<file path="config.mk">
export PLATFORM = sky130hd
export DESIGN_NAME = auc_ladder_final_seq
export DESIGN_NICKNAME = d
export VERILOG_FILES = /design/src/rtl/auc_pkg.sv /design/src/rtl/auc_byterev.sv /design/src/rtl/auc_ladder_final_seq.sv
export SDC_FILE = /design/constraint.sdc
export NUM_CORES = 2
export LEC_CHECK = 0
export CAP_MARGIN = 0
export CORE_MARGIN = 2
export CORE_UTILIZATION = 30
export CTS_CLUSTER_DIAMETER = 120
export DETAILED_ROUTE_END_ITERATION = 16
export GPL_TIMING_DRIVEN = 0
export PLACE_DENSITY = 0.51
export SYNTH_ARGS = -nofsm -noshare
export SYNTH_HDL_FRONTEND = slang
export SYNTH_SLANG_ARGS = --single-unit
</file>
<file path="constraint.sdc">
create_clock -name clk -period 4.2 [get_ports clk]
set_input_delay 1.26 -clock clk [delete_from_list [all_inputs] [get_ports clk]]
set_output_delay 1.26 -clock clk [all_outputs]
set_load 0.005 [all_outputs]
</file>
<file path="src/rtl/auc_pkg.sv">
// Shared definitions for the auc_* phase controllers: ALU opcodes, the RAM
// address map and the final-sequencer state encoding.
package auc_pkg;

  localparam logic [3:0] OP_NOP  = 4'b0000;
  localparam logic [3:0] OP_MUL  = 4'b0001;
  localparam logic [3:0] OP_INV  = 4'b0010;
  localparam logic [3:0] OP_EXP  = 4'b0011;
  localparam logic [3:0] OP_SWAP = 4'b0100;
  localparam logic [3:0] OP_FA   = 4'b1000;
  localparam logic [3:0] OP_SUB  = 4'b1001;

  localparam int ADDR_X2   = 7;
  localparam int ADDR_Z2   = 8;
  localparam int ADDR_X3   = 9;
  localparam int ADDR_Z3   = 10;
  localparam int ADDR_OUT  = 15;
  localparam int ADDR_IDLE = 18;
  localparam int ADDR_TMP  = 20;
  localparam int ADDR_JUNK = 30;

  typedef enum logic [4:0] {
    ST_IDLE     = 5'd0,
    ST_SZ_R0    = 5'd1,
    ST_SZ_R1    = 5'd2,
    ST_SZ_WAIT  = 5'd3,
    ST_SZ_W0    = 5'd4,
    ST_SZ_W1    = 5'd5,
    ST_SX_R0    = 5'd6,
    ST_SX_R1    = 5'd7,
    ST_SX_WAIT  = 5'd8,
    ST_SX_W0    = 5'd9,
    ST_SX_W1    = 5'd10,
    ST_INV_R    = 5'd11,
    ST_INV_WAIT = 5'd12,
    ST_INV_WR   = 5'd13,
    ST_MUL_R0   = 5'd14,
    ST_MUL_R1   = 5'd15,
    ST_MUL_WAIT = 5'd16,
    ST_MUL_WR   = 5'd17,
    ST_DONE     = 5'd18,
    ST_ERR      = 5'd19
  } state_t;

  function automatic logic is_wait(input state_t s);
    return (s == ST_SZ_WAIT) || (s == ST_SX_WAIT) ||
           (s == ST_INV_WAIT) || (s == ST_MUL_WAIT);
  endfunction

endpackage

</file>
<file path="src/rtl/auc_byterev.sv">
// Combinational byte reversal: byte i of the output is byte (N-1-i) of the input.
module auc_byterev #(
  parameter int WID = 256
) (
  input  logic [WID-1:0] din,
  output logic [WID-1:0] dout
);

  for (genvar i = 0; i < WID / 8; i++) begin : g_byte
    assign dout[8*i +: 8] = din[WID-1-8*i -: 8];
  end

endmodule

</file>
<file path="src/rtl/auc_ladder_final_seq.sv">
// Final-stage sequencer of the Montgomery ladder: optional (X,Z) swap, Z2
// inversion, X2*Z2^-1 and result write-back, with a per-wait watchdog.
module auc_ladder_final_seq
  import auc_pkg::*;
#(
  parameter int WID    = 256,
  parameter int AWID   = 5,
  parameter int OPWID  = 4,
  parameter int TMOW   = 12,
  parameter int A_X2   = ADDR_X2,
  parameter int A_Z2   = ADDR_Z2,
  parameter int A_X3   = ADDR_X3,
  parameter int A_Z3   = ADDR_Z3,
  parameter int A_TMP  = ADDR_TMP,
  parameter int A_OUT  = ADDR_OUT,
  parameter int A_IDLE = ADDR_IDLE,
  parameter int A_JUNK = ADDR_JUNK
) (
  input  logic             clk,
  input  logic             rst,
  input  logic             final_en,
  input  logic             final_cswap,
  input  logic             final_bswap,
  input  logic             final_auvld,
  input  logic [WID-1:0]   final_audat,
  input  logic [WID-1:0]   final_aurswap,
  output logic             final_busy,
  output logic             final_done,
  output logic             final_err,
  output logic [OPWID-1:0] final_opcode,
  output logic             final_auen,
  output logic             final_swapvl,
  output logic [AWID-1:0]  final_ra,
  output logic [AWID-1:0]  final_wa,
  output logic             final_we,
  output logic [WID-1:0]   final_wd
);

  localparam logic [AWID-1:0]  AD_X2   = AWID'(A_X2);
  localparam logic [AWID-1:0]  AD_Z2   = AWID'(A_Z2);
  localparam logic [AWID-1:0]  AD_X3   = AWID'(A_X3);
  localparam logic [AWID-1:0]  AD_Z3   = AWID'(A_Z3);
  localparam logic [AWID-1:0]  AD_TMP  = AWID'(A_TMP);
  localparam logic [AWID-1:0]  AD_OUT  = AWID'(A_OUT);
  localparam logic [AWID-1:0]  AD_IDLE = AWID'(A_IDLE);
  localparam logic [AWID-1:0]  AD_JUNK = AWID'(A_JUNK);
  localparam logic [OPWID-1:0] OPC_SWAP = OPWID'(OP_SWAP);
  localparam logic [OPWID-1:0] OPC_INV  = OPWID'(OP_INV);
  localparam logic [OPWID-1:0] OPC_MUL  = OPWID'(OP_MUL);

  state_t          state, state_nx;
  logic            cswap_q, bswap_q;
  logic [WID-1:0]  res0, res1, res0_rev;
  logic [TMOW-1:0] wdog;
  logic            in_wait, wd_expired;

  logic             busy_d, done_d, err_d, auen_d, swapvl_d, we_d;
  logic [OPWID-1:0] opcode_d;
  logic [AWID-1:0]  ra_d, wa_d;
  logic [WID-1:0]   wd_d;

  auc_byterev #(.WID(WID)) u_byterev (
    .din  (res0),
    .dout (res0_rev)
  );

  assign in_wait    = is_wait(state);
  assign wd_expired = (wdog == {TMOW{1'b1}});

  // A WAIT state exits on auvld; otherwise an all-ones watchdog aborts to ERR.
  always_comb begin
    state_nx = state;
    case (state)
      ST_IDLE:     if (final_en) state_nx = final_cswap ? ST_SZ_R0 : ST_INV_R;
      ST_SZ_R0:    state_nx = ST_SZ_R1;
      ST_SZ_R1:    state_nx = ST_SZ_WAIT;
      ST_SZ_WAIT:  if (final_auvld) state_nx = ST_SZ_W0;
                   else if (wd_expired) state_nx = ST_ERR;
      ST_SZ_W0:    state_nx = ST_SZ_W1;
      ST_SZ_W1:    state_nx = ST_SX_R0;
      ST_SX_R0:    state_nx = ST_SX_R1;
      ST_SX_R1:    state_nx = ST_SX_WAIT;
      ST_SX_WAIT:  if (final_auvld) state_nx = ST_SX_W0;
                   else if (wd_expired) state_nx = ST_ERR;
      ST_SX_W0:    state_nx = ST_SX_W1;
      ST_SX_W1:    state_nx = ST_INV_R;
      ST_INV_R:    state_nx = ST_INV_WAIT;
      ST_INV_WAIT: if (final_auvld) state_nx = ST_INV_WR;
                   else if (wd_expired) state_nx = ST_ERR;
      ST_INV_WR:   state_nx = ST_MUL_R0;
      ST_MUL_R0:   state_nx = ST_MUL_R1;
      ST_MUL_R1:   state_nx = ST_MUL_WAIT;
      ST_MUL_WAIT: if (final_auvld) state_nx = ST_MUL_WR;
                   else if (wd_expired) state_nx = ST_ERR;
      ST_MUL_WR:   state_nx = ST_DONE;
      ST_DONE:     state_nx = ST_IDLE;
      ST_ERR:      state_nx = ST_IDLE;
      default:     state_nx = ST_IDLE;
    endcase
  end

  // Output decode of the current state; registered below, so it shows up a cycle later.
  always_comb begin
    busy_d   = 1'b1;
    done_d   = 1'b0;
    err_d    = 1'b0;
    auen_d   = 1'b0;
    swapvl_d = 1'b0;
    we_d     = 1'b0;
    opcode_d = '0;
    ra_d     = AD_IDLE;
    wa_d     = AD_JUNK;
    wd_d     = '0;
    case (state)
      ST_IDLE:   busy_d = 1'b0;
      ST_SZ_R0:  ra_d = AD_Z2;
      ST_SZ_R1:  begin
        ra_d = AD_Z3; auen_d = 1'b1; swapvl_d = 1'b1; opcode_d = OPC_SWAP;
      end
      ST_SZ_W0:  begin wa_d = AD_Z2; wd_d = res0; we_d = 1'b1; end
      ST_SZ_W1:  begin wa_d = AD_Z3; wd_d = res1; we_d = 1'b1; end
      ST_SX_R0:  ra_d = AD_X2;
      ST_SX_R1:  begin
        ra_d = AD_X3; auen_d = 1'b1; swapvl_d = 1'b1; opcode_d = OPC_SWAP;
      end
      ST_SX_W0:  begin wa_d = AD_X2; wd_d = res0; we_d = 1'b1; end
      ST_SX_W1:  begin wa_d = AD_X3; wd_d = res1; we_d = 1'b1; end
      ST_INV_R:  begin ra_d = AD_Z2; auen_d = 1'b1; opcode_d = OPC_INV; end
      ST_INV_WR: begin wa_d = AD_TMP; wd_d = res0; we_d = 1'b1; end
      ST_MUL_R0: ra_d = AD_X2;
      ST_MUL_R1: begin ra_d = AD_TMP; auen_d = 1'b1; opcode_d = OPC_MUL; end
      ST_MUL_WR: begin
        wa_d = AD_OUT; wd_d = bswap_q ? res0_rev : res0; we_d = 1'b1;
      end
      ST_DONE:   begin busy_d = 1'b0; done_d = 1'b1; end
      ST_ERR:    begin busy_d = 1'b0; err_d = 1'b1; end
      default:   ;
    endcase
  end

  always_ff @(posedge clk) begin
    if (rst) begin
      state        <= ST_IDLE;
      cswap_q      <= 1'b0;
      bswap_q      <= 1'b0;
      res0         <= '0;
      res1         <= '0;
      wdog         <= '0;
      final_busy   <= 1'b0;
      final_done   <= 1'b0;
      final_err    <= 1'b0;
      final_auen   <= 1'b0;
      final_swapvl <= 1'b0;
      final_we     <= 1'b0;
      final_opcode <= '0;
      final_ra     <= AD_IDLE;
      final_wa     <= AD_JUNK;
      final_wd     <= '0;
    end else begin
      state <= state_nx;
      if (state == ST_IDLE && final_en) begin
        cswap_q <= final_cswap;
        bswap_q <= final_bswap;
      end
      if (in_wait && final_auvld) begin
        res0 <= final_audat;
        res1 <= final_aurswap;
      end
      // WAIT states are never adjacent, so entry is simply "next is WAIT, current is not".
      if (is_wait(state_nx) && !in_wait) wdog <= '0;
      else if (in_wait)                  wdog <= wdog + TMOW'(1);
      final_busy   <= busy_d;
      final_done   <= done_d;
      final_err    <= err_d;
      final_auen   <= auen_d;
      final_swapvl <= swapvl_d;
      final_we     <= we_d;
      final_opcode <= opcode_d;
      final_ra     <= ra_d;
      final_wa     <= wa_d;
      final_wd     <= wd_d;
    end
  end

endmodule
</file>
# Word-level counts from Yosys, hierarchy flattened
# Cells that the tools add are included.
# totals
out_inout_bits,276
ff_bits,806
word_cells,79
# op_classes
addsub,1
reduce_logical,20
n_mux,19
n_eq_ne,24
# ops
op,count
$pmux 256 s3,1
$mux 256,1
$pmux 5 s18,1
$eq 5x4->1 const B,10
$mux 5,6
$pmux 5 s6,1
$eq 5x5->1 const B,5
$pmux 5 s5,1
$eq 5x3->1 const B,4
$eq 5x2->1 const B,3
$add 12x1->12 const B,1
$eq 12x12->1 const B,1
$reduce_or 2->1,5
$pmux 3 s3,1
$logic_or 1x1->1,6
$mux 1,6
$reduce_or 3->1,2
$reduce_or 6->1,1
$eq 5x1->1 const B,1
$logic_not 5->1,1
$mux 4,1
$reduce_or 4->1,1
$logic_and 1x1->1,3
$logic_not 1->1,1

# Depth between registers and ports, before layout
# depth
depth_word,10
ltp_mapped,10

# Modules after synthesis
# From an unflattened synthesis, not the netlist that was laid out.
# unflattened
hier_cells,3584
hier_area_um2,30534.3
# by_module_without_submodules
module,area_each_um2,instances,seq_area_each_um2,cells_per_inst
auc_ladder_final_seq,28612.4,1,16095.4,3328
auc_byterev,1921.8,1,0.0,256

# Worst setup path before layout
# OpenSTA, ideal clock, no wires.
# synth_timing
kind,in2reg
from,input port final_en
to,register wdog[5]
setup_slack_ns,1.509
setup_ns,0.136
path_stages,7
t_required_ns,4.064
arrival_ns,2.555
path_cell_list,or3_1 > a311oi_1 > a22oi_1 > a31o_2 > o22ai_2 > buf_6 > a31oi_1
# synth_between
elab_chain_len,8
# synth_lines
element,line_no,text
"start, declared",auc_ladder_final_seq.sv:21,"input logic final_en,"
$mux 5 (*),auc_ladder_final_seq.sv:74,ST_IDLE: if (final_en) state_nx = final_cswap ? ST_SZ_R0 : ST_INV_R;
$pmux 5 s18 (*),auc_ladder_final_seq.sv:73,case (state)
$eq 5x2->1 / $eq 5x4->1 (equally long branches),auc_pkg.sv:46,return (s == ST_SZ_WAIT) || (s == ST_SX_WAIT) ||
$logic_or 1x1->1 (2 in a row),auc_pkg.sv:46,
$logic_or 1x1->1 (*),auc_pkg.sv:47,(s == ST_INV_WAIT) || (s == ST_MUL_WAIT);
$logic_and 1x1->1 (*),auc_ladder_final_seq.sv:170,if (is_wait(state_nx) && !in_wait) wdog <= '0;
$reduce_or 2->1 (no line) (*),n/a,
"end signal, assigned",auc_ladder_final_seq.sv:171,else if (in_wait) wdog <= wdog + TMOW'(1);
"end, declared",auc_ladder_final_seq.sv:54,logic [TMOW-1:0] wdog;
# Mark *: on every way between the ends. The rest lies on a longest branch, timed or not.
# A chain may end at the register's enable or synchronous reset.

# Worst setup path after layout
# layout_timing
from,register state[3]
to,register final_wd[240]
# layout_between
elab_chain_len,3
# layout_lines
element,line_no,text
"start, declared",auc_ladder_final_seq.sv:51,"state_t state, state_nx;"
"start signal, assigned",auc_ladder_final_seq.sv:160,state <= state_nx;
$eq 5x4->1 / $eq 5x3->1 (equally long branches),auc_ladder_final_seq.sv:114,case (state)
$reduce_or 3->1 (no line) / $reduce_or 2->1 (equally long branches),n/a,
$pmux 256 s3 (*),auc_ladder_final_seq.sv:114,
"end signal, assigned",auc_ladder_final_seq.sv:181,final_wd <= wd_d;
"end, declared",auc_ladder_final_seq.sv:36,output logic [WID-1:0] final_wd
# Marked as above.

==> results by group <==
Setup path
  – Crit Path Max Fanout: 10
  – FF-to-FF path depth: 9
  – Crit end category: register
  – R2r setup slk: 0.37 ns
  – Worst path required time: roughly 4.7 ns
  – WS Path Type: reg2reg
  – Setup crit end: final_wd[240]
  – Worst setup path start: state[3]
  – Critical Path Source Type: register
  – Worst r2r src: state[3]
  – Worst EP arrival: ~4.3 ns
  – Reg2Reg Capture Point: final_wd[240]

Global route
  – Gr ovfl total: 0
  – Largest net degree at the start of global routing: 13
  – GRT Util Overall: roughly 28%
  – Wire length of the first global-routing pass: ~200000 microns
  – Vias in the first global route: 28300
  – Initial antenna violation count: 47

Power
  – Pwr Total: roughly 19000 uW
  – Maximum VDD drop: around 0.0003 V
  – Power per Cell Area: between 400 and 500 mW/mm^2
  – Leakage power: approximately 0.013 uW

Floorplanning
  – Core Box Area: approximately 0.095 sq mm
  – IO Pins: ~790
  – Die ar.: a little under 0.1 sq mm
  – Starting density of the core: 30.1%
  – Site Rows: between 100 and 150
  – Die Width: 312 microns
  – Die Ht: about 310 microns

Clocking
  – CTS max path bufs: 3
  – Total CTS buffers: just over 90
  – Clock Sinks: about 800
  – CTS tree: yes
  – CTS H-Tree Depth: 3
  – Clk Latency, worst-skew pair: approximately 0.66 ns
  – Root Buffer: clkbuf_16
  – Register clock-pin slew on the reported worst setup and hold paths: approximately 0.050 ns
  – Post-CTS setup buffers: 0
  – Post-CTS sizing: 0
  – Hold buffers post-CTS: 0

Yosys
  – Most common cell in the netlist: nand2_1
  – Synth warn: 0
  – Mapped Nets: 3867
  – Unique masters post-synth: just under 60
  – Leading cell types by count after synthesis: nand2_1, dfxtp_1, a21oi_1, nor2_1, a222oi_1
  – Top post-synthesis cells by area: dfxtp_1, nand2_1, a21oi_1, a222oi_1, nor2_1
  – Syn Area/Cell: 8.52 sq um
  – Seq cells post-synth: ~800
  – Post-synth top area share: 56.5%
  – Number of synthesized flops with an enable pin: 0
  – Ys flop type: dfxtp_1
  – Yosys top cell by area: dfxtp_1
  – Part of the Yosys area used for sequential elements: between 50% and 60%
  – Synthesized area: approximately 0.029 sq mm
  – Ys async rst share: 0%
  – Gate count after technology mapping: 3348

Route
  – Number of DRC markers in iteration 0: around 4000
  – ANT nets after route: 0
  – Final WL: 145000 microns
  – Vias/cell: ~5.2
  – # DRC: 0
  – Total number of vias: about 30000
  – 1st-pass router iterations: 13
  – Post-DR wirelength/cell: between 20 and 30 microns

Place
  – Cells after DPL: 5405
  – Dpl ws: -0.175 ns
  – DPL Wire Length: approximately 110000 microns
  – Number of I/O port buffers: ~800
  – RePlAce Congestion: between 0.9 and 1

STA
  – RSZ-0062 raised after global routing: no
  – Hold Vio Cnt, Final: 0
  – Max-Slew Margin vs Limit: between 10% and 20%
  – Highest clock rate: 0.261 GHz
  – Min cycle time layout: ~3.8 ns
  – Max-slew violations: 0
  – Setup_tns: 0 ns
  – Final period utilization: 91.1%
  – Worst slew pin tran: between 1 and 1.5 ns
  – Final setup viols: 0
  – Final worst setup slack: between 0.3 and 0.4 ns
  – Clock skew: around 0.017 ns

Outcome
  – Outcome: complete, no violations

Layout
  – Layout cells sized above 1: 6.60%
  – Area Growth Syn to Fin: 44.4%
  – Fill cells: between 9000 and 10000
  – Fin cells: about 5600
  – Fin nets: ~4800

Hold path
  – Type of the worst min-delay path: reg2reg

Job
  – Max cap viols: 0
==> cell families (layout without fill, tap and decap cells) <==
group	after synthesis	after routing	share of synthesized area, %
and+or+nand+nor	1395	1395	19.1
AOI/OAI and AO/OA	824	824	19.3
DFF	804	804	56.5
buffers and inverters	310	1268	4.68
xor gates and xnor gates	11	11	0.338
muxes	2	2	0.0702
adders and majority gates	1	1	0.0439
other	1	31	0.0132
==> flip-flops by register name (all words and copies together), names as in the netlist <==
register and flops:
final_err 1, state 5, bswap_q 1, final_wd 256, final_wa 5, final_done 1
final_busy 1, final_auen 1, wdog 12, final_ra 5, res1 256, res0 256
final_we 1, final_swapvl 1, final_opcode 2
==> worst max-delay path: stages (launching register included) <==
cell,delay (ns)
dfxtp_1,0.41
buf_2,0.25
nand2_1,0.10
nor3_1,0.31
a21oi_1,0.09
nor2_1,0.63
buf_2,0.65
clkbuf_1,0.55
a222oi_1,0.27
nor2_1,0.42
==> per-stage QoR <==
step,instance area [sq um],hold WS [ns],utilization (%)
5_1_grt,41200,0.473,43.5
3_3_place_gp,38000,0.443,40.2
3_5_place_dp,38000,0.447,40.2
6_report,41200,0.456,43.5
4_1_cts,41100,0.455,43.4
2_1_floorplan,28500,0.436,-
==> how the worst min path moves through the flow <==
stage / start / to / slack (ns) / depth (start not counted)
final: res1[33] / res1[33] / 0.46 / 2
after global routing: res1[206] / res1[206] / 0.47 / 2
after CTS: res1[30] / res1[30] / 0.45 / 2
after detailed placement: res1[30] / res1[30] / 0.45 / 2
after global placement: res1[30] / res1[30] / 0.44 / 2
after floorplan: res1[0] / res1[0] / 0.44 / 2
==> layout make-up <==
| cell class | count | area [sq um] | area share, % |
|---|---|---|---|
| buffer | 305 | 1320 | 3.20 |
| clock buffer | 139 | 2740 | 6.66 |
| antenna | 30 | 75.1 | 0.182 |
| tap | 1265 | 1580 | 3.84 |
| multi-input combinational | 2234 | 11100 | 26.9 |
| inverter | 5 | 18.8 | 0.0456 |
| clock inverter | 27 | 330 | 0.802 |
| sequential | 804 | 16100 | 39.1 |
| timing repair buffer | 792 | 7930 | 19.3 |
==> where the power goes <==
part,switching (uW),internal (uW)
clock network,3350,4860
registers,309,8020
logic,1830,986
total,5500,13900
==> cells in the final DEF, fill, tap and decap left out, types with 30 or more instances in the layout <==
cell type / n
a21oi_1: 522
a222oi_1: 255
buf_2: 122
clkbuf_1: 190
clkbuf_16: 93
clkdlybuf4s50_1: 792
dfxtp_1: 804
diode_2: 30
nand2_1: 1044
nor2_1: 276
==> per-layer routing <==
metal	wire length [microns]	vias to the layer above	part of all wire [%]	GRT usage (%)
met5	140	-	0.097	0
met4	5050	22	3.5	11.6
met3	11500	235	8.0	5.87
met2	68100	1435	47	46.3
met1	60100	14200	41	36.9
li1	-	13400	-	-
Power figures use the tool's default switching activity.
